### config.mk
export PLATFORM = sky130hd
export DESIGN_NAME = fns_dec_serial
export DESIGN_NICKNAME = d
export VERILOG_FILES = /design/src/rtl/fns_dec_serial.sv
export SDC_FILE = /design/constraint.sdc
export NUM_CORES = 1
export LEC_CHECK = 0
export CAP_MARGIN = 20
export CORE_ASPECT_RATIO = 0.5
export CORE_MARGIN = 2
export CORE_UTILIZATION = 52
export CTS_BUF_LIST = sky130_fd_sc_hd__clkbuf_4 sky130_fd_sc_hd__clkbuf_8 sky130_fd_sc_hd__clkbuf_16
export DETAILED_ROUTE_END_ITERATION = 8
export GPL_TIMING_DRIVEN = 0
export PLACE_DENSITY = 0.74
export SKIP_CTS_REPAIR_TIMING = 1
export SYNTH_ARGS = -nofsm -noshare
export SYNTH_HDL_FRONTEND = slang
export SYNTH_SLANG_ARGS = --single-unit
### constraint.sdc
create_clock -name clk -period 2.7 [get_ports clk]
set_input_delay 0.54 -clock clk [delete_from_list [all_inputs] [get_ports clk]]
set_output_delay 0.54 -clock clk [all_outputs]
set_load 0.01 [all_outputs]
### src/rtl/fns_dec_serial.sv
`timescale 1ns/1ps
`default_nettype none
// ============================================================================
// Module      : fns_dec_serial
// Description : Bit-serial Fibonacci-numeral-system codeword decoder with
//               forbidden-pattern (FPF) detection and valid/ready handshakes.
// Revision    : 1.0 - initial release
// ============================================================================
module fns_dec_serial #(
    parameter int CW = 16,
    parameter int DW = 12
) (
    input  logic          clk,
    input  logic          rst,
    input  logic          in_valid,
    output logic          in_ready,
    input  logic [CW-1:0] codein,
    output logic          out_valid,
    input  logic          out_ready,
    output logic [DW-1:0] dataout,
    output logic          fpf_err
);

    localparam int              c_cnt_w   = $clog2(CW);
    localparam logic [c_cnt_w-1:0] c_last = c_cnt_w'(CW - 1);

    localparam logic [1:0] c_st_idle = 2'd0;
    localparam logic [1:0] c_st_run  = 2'd1;
    localparam logic [1:0] c_st_done = 2'd2;

    // Standard Fibonacci number F(n) with F(1)=F(2)=1, for the width check.
    function automatic logic [63:0] fib(input int n);
        logic [63:0] a;
        logic [63:0] b;
        logic [63:0] t;
        a = 64'd1;
        b = 64'd1;
        for (int i = 3; i <= n; i++) begin
            t = a + b;
            a = b;
            b = t;
        end
        return b;
    endfunction

    generate
        if ((64'd1 << DW) < fib(CW + 2)) begin : g_dw_check
            $error("fns_dec_serial: DW too small for CW");
        end
    endgenerate

    function automatic logic fpf_check(input logic [CW-1:0] w);
        logic hit;
        hit = 1'b0;
        for (int i = 0; i < CW - 2; i++) begin
            if (w[i +: 3] == 3'b010 || w[i +: 3] == 3'b101) begin
                hit = 1'b1;
            end
        end
        return hit;
    endfunction

    logic [1:0]         r_state;
    logic [1:0]         w_state_nxt;
    logic [CW-1:0]      r_sr;
    logic [DW-1:0]      r_acc;
    logic [DW-1:0]      r_wa;
    logic [DW-1:0]      r_wb;
    logic [c_cnt_w-1:0] r_cnt;
    logic               r_err;
    logic               w_accept;

    assign w_accept = in_valid && (r_state == c_st_idle);

    always_ff @(posedge clk) begin
        if (rst) begin
            r_state <= c_st_idle;
        end else begin
            r_state <= w_state_nxt;
        end
    end

    always_comb begin
        w_state_nxt = r_state;
        case (r_state)
            c_st_idle: if (in_valid)        w_state_nxt = c_st_run;
            c_st_run:  if (r_cnt == c_last) w_state_nxt = c_st_done;
            c_st_done: if (out_ready)       w_state_nxt = c_st_idle;
            default:                        w_state_nxt = c_st_idle;
        endcase
    end

    always_comb begin
        in_ready  = (r_state == c_st_idle);
        out_valid = (r_state == c_st_done);
        dataout   = out_valid ? r_acc : '0;
        fpf_err   = out_valid ? r_err : 1'b0;
    end

    // Weights W(k) are produced on the fly: wa holds the current weight,
    // wb the next one, so each RUN cycle advances the Fibonacci pair.
    always_ff @(posedge clk) begin
        if (rst) begin
            r_sr  <= '0;
            r_acc <= '0;
            r_wa  <= '0;
            r_wb  <= '0;
            r_cnt <= '0;
            r_err <= 1'b0;
        end else if (w_accept) begin
            r_sr  <= codein;
            r_acc <= '0;
            r_wa  <= DW'(1);
            r_wb  <= DW'(1);
            r_cnt <= '0;
            r_err <= fpf_check(codein);
        end else if (r_state == c_st_run) begin
            if (r_sr[0]) begin
                r_acc <= r_acc + r_wa;
            end
            r_sr  <= r_sr >> 1;
            r_wa  <= r_wb;
            r_wb  <= r_wa + r_wb;
            r_cnt <= r_cnt + 1'b1;
        end
    end

endmodule
`default_nettype wire
Yosys cells after proc, flatten, opt, wreduce, memory -nomap -nowiden
Cells that the tools add are included.
Word-level totals
  register bits: 59
  input port bits: 20
  output and inout bits: 15
  logic and storage cells: 92
Operators by class
  $add $sub $neg: 3
  equal/unequal tests: 34
  muxes and demuxes: 26
  reduce and logical (&&, ||, !) cells: 20
Operators with widths (count)
  equality test 3 x 2 -> 1 bit, second input constant: 14
  equality test 3 bit, second input constant: 14
  2-to-1 mux 16 bit: 2
  adder 12 bit: 2
  2-to-1 mux 1 bit: 19
  logical OR 1 bit: 14
  2-to-1 mux 12 bit: 1
  2-to-1 mux 2 bit: 3
  case mux 2 bit (3 select lines): 1
  adder 4 x 1 -> 4 bit, second input constant: 1
  equality test 4 bit, second input constant: 1
  != test 2 bit, second input constant: 2
  AND reduction 3 bit: 1
  equality test 2 x 1 -> 1 bit, second input constant: 1
  equality test 2 bit, second input constant: 1
  logical NOT 2 bit: 1
  != test 2 x 1 -> 1 bit, second input constant: 1
  AND reduction 2 bit: 1
  nonzero test 2 bit: 1
  OR reduction 2 bit: 1
  logical AND 1 bit: 1

Depth between registers and ports, before layout
  word-level depth: 16
  mapped depth: 8
  gate-level depth less buffers: 8

Worst setup path after synthesis
No wires, ideal clock.
  path kind: register to register
  start point: reg r_wa[0]
  end point: reg r_acc[10]
  library setup time: 74 ps
  arrival time: 1940 ps
  data required time: 2626 ps
  setup slack: 686 ps
  stages on the path, launching flop included: 9
  path buffers: 0
  clock period less this slack: 2014 ps
  cells stage by stage: dfxtp_1 -> ha_1 -> inv_1 -> fa_1 -> nand2b_1 -> a211oi_1 -> nor2_1 -> or4_1 -> a31oi_1
On the way
  word-level cells in the longest chain between the ends: 1
RTL lines
  from (decl): line 67  | logic [DW-1:0] r_wa;
  from (signal assigned): line 122  | r_wa <= r_wb;
  adder 12 bit: line 119  | r_acc <= r_acc + r_wa;
  to (signal assigned): line 119
  to (decl): line 66  | logic [DW-1:0] r_acc;
Every way passes these cells.
A chain may end at the register's enable or synchronous reset.

Final worst setup path
  start point: reg r_state[1]
  end point: out dataout[5]
On the way
  word-level cells in the longest chain between the ends: 2
RTL lines
  from (decl): line 63  | logic [1:0] r_state;
  from (signal assigned): line 77  | r_state <= c_st_idle;
  from (signal assigned): line 79  | r_state <= w_state_nxt;
  equality test 2 bit: line 95  | out_valid = (r_state == c_st_done);
  2-to-1 mux 12 bit: line 96  | dataout = out_valid ? r_acc : '0;
  to (decl): line 20  | output logic [DW-1:0] dataout,
Every way passes these cells.

==> flow_summary.toml <==
[setup_path]
worstPathArrival_ns = 1.99
path_class = "reg -> out"
end_kind = "primary output"
critical_path.startpoint_type = "flop"
slowest_delay_ns = 0.53
path_buf_inv = 2
cp_max_fo = 10
cpLargestDelayFamily = "buffers and inverters"
crit_path_top_delay_cell = "clkdlybuf4s50_1"
timing.reg2reg.setup_slack_ns = 0.39
cp.required_ns = 2.16
cp_cell_sequence = "nor2b_4 > clkbuf_2 > and2_1 > clkdlybuf4s50_1"

[status]
status = "complete, no violations"

[die]
std_cell_rows = 21
die_h_um = 62.6
die_w_um = 121
initial_utilization_pct = 53.5
num_io_pins = 35
core-area_um2 = 6670
die_area_um2 = 7590

[drt]
drc_errors = 0
viasPerCell = 5.73
drtIter0Drc = 303
ant_nets = 0
drt-wirelength-per-cell_um = 14.6
vias = 3445
routed_wl_um = 8750
drtPass1Iterations = 4

[placed_design]
hpwl_um = 6410
pre_cts_slack_ns = -0.0709
numPortBuffers = 33
place_area_um2 = 4020
gp_congestion = 0.935

[synth]
yosys.area.top_type_share_pct = 33.1
synth_top_cell_by_area = "dfxtp_1"
synth-seq-area-share_pct = 33.1
synth_area_um2 = 3570
synth_area_leaders = "dfxtp_1 (33%), a21oi_1 (8.1%), ha_1 (8.1%)"
syn-num-nets = 505
synth_edf_count = 0
avgSynthCellArea_um2 = 7.76
synth-seq-cells = 59
async_flop_share_pct = 0
yosys_warnings = 0
synthFlopType = "dfxtp_1"
yosysUniqueCellTypes = 49
synthCells = 460

[power]
power.share.sequential_pct = 42.2
power_density_nw_per_um2 = 505
switching_share_pct = 24.6
p_sw_mw = 0.535
p_clk_share_pct = 47.8
p_int_mw = 1.64
ir_worst_vdd_v = 0.000342
p_comb_share_pct = 9.9
leakage_nw = 1.62

[hold_path]
min_path_type = "reg -> reg"

[grt]
grt_max_degree = 11
antenna_found_initial = 0
grt_pass1_vias = 3163
grt_use_total_pct = 25.2
grt_pass1_wl_um = 15100
grt_remaining_overflow = 0

[clock_tree]
root_buffer = "clkbuf_16"
cts_inserted_buffers = 9
clock_latency_ns = 0.33
clkTransAtPathRegs_ns = 0.05
clockBufferDepth = 2
clock-sinks = 59
h-tree-depth = 3
cts_tree = "yes"

[final_layout]
drive_gt1_share_pct = 4.72
layout_commonest_cell = "nand2_1"
stdcell_area_um2 = 4300
synthToLayoutAreaGrowth_pct = 20.3
n_antenna_cell = 0
nets = 549
fill_cells = 615
mostFrequentLayoutCells = "nand2_1 (64), dfxtp_1 (59), a21oi_1 (58)"

[sta]
fmax_ghz = 0.395
finalSetupTns_ns = 0
tightest_slew_ns = 0.565
holdWs_ns = 0.453
period_needed_ns = 2.53
finalMaxSlewViolations = 0
clock_skew_ns = 0.00283
setup_slack_ns = 0.167
final.period_utilization_pct = 93.8
slew_headroom_pct = 62.3
final-hold-violation-count = 0
rsz0062_at_grt = "false"
setup_violations = 0

[flow_run]
cap_violations = 0
[stage by stage]
| step | cells | power, mW | util, % |
|---|---|---|---|
| 2_1_floorplan | 460 | 1.06 | - |
| 3_3_place_gp | 585 | 1.14 | 60.2 |
| 3_5_place_dp | 585 | 1.15 | 60.2 |
| 4_1_cts | 601 | 2.19 | 64.2 |
| 5_1_grt | 601 | 2.26 | 64.4 |
| 6_report | 601 | 2.17 | 64.4 |
[metal layers]
metal | global-route usage, % | wire (µm) | vias to the layer above
met5 | 0 | 0 | -
met4 | 6.18 | 88 | 0
met3 | 8.94 | 697 | 10
met2 | 38.2 | 3650 | 103
met1 | 34.3 | 4310 | 1558
li1 | - | - | 1774
[state kept, by name, indices dropped and copies added (netlist names)]
| signal | cells |
|---|---|
| r_sr | 16 |
| r_acc | 12 |
| r_wa | 12 |
| r_wb | 12 |
| r_cnt | 4 |
| r_state | 2 |
| r_err | 1 |
[logic make-up after synthesis]
| family | after synthesis | synth area share (%) |
|---|---|---|
| muxes | 6 | 1.72 |
| xor gates and xnor gates | 8 | 1.96 |
| AOI/OAI and AO/OA | 139 | 24.2 |
| and+or+nand+nor | 180 | 25.2 |
| adders and majority gates | 25 | 9.18 |
| buffers and inverters | 43 | 4.66 |
| DFF | 59 | 33.1 |
[worst register-to-register path, stage by stage (launching register included)]
cell      delay, ns
dfxtp_1        0.39
ha_1           0.21
inv_1          0.06
fa_1           0.38
nand2b_1       0.21
a211oi_1       0.26
nor2_1         0.14
or4_1          0.42
a31oi_1        0.17
[synth_stat cells (3+ instances only)]
master,count
ha_1,23
buf_1,6
o21a_1,3
clkbuf_1,18
or3_1,5
nand2b_1,6
a311o_1,3
mux2i_1,5
nor2b_1,5
nand4_1,13
and2_1,15
xor2_1,7
nor3_1,8
a22oi_1,15
a211oi_1,8
a21oi_1,58
nand3_1,19
buf_2,4
a21o_1,4
inv_1,15
o21ai_0,18
o211ai_1,6
nor4b_1,3
nor4_1,4
nand2_1,64
nor2_1,26
or4_1,4
dfxtp_1,59
a31oi_1,7
a211o_1,3
[final timing paths]
kind	start	to	cells past startpoint
max	r_state[1]	dataout[5]	4
min	r_sr[5]	r_sr[5]	2
max reg2reg	r_wa[0]	r_wb[10]	8
min reg2reg	r_sr[5]	r_sr[5]	2
[layout make-up]
cell class / instances / area [µm²] / area share (%)
multi-input combinational: 358 / 2230 / 51.9
sequential: 59 / 1180 / 27.5
buffer: 28 / 111 / 2.59
clock buffer: 13 / 255 / 5.94
timing repair buffer: 33 / 330 / 7.69
tap: 92 / 115 / 2.68
inverter: 15 / 56.3 / 1.31
clock inverter: 3 / 15.0 / 0.350
[power by group through the flow]
| stage | combinational (mW) | sequential, mW | clock [mW] |
|---|---|---|---|
| final | 0.215 | 0.917 | 1.04 |
| after global routing | 0.240 | 0.919 | 1.10 |
| after CTS | 0.213 | 0.916 | 1.06 |
| after detailed placement | 0.213 | 0.933 | 0 |
| after global placement | 0.211 | 0.933 | 0 |
| after floorplan | 0.134 | 0.928 | 0 |
Note: power is estimated with default switching activity, not from simulation.
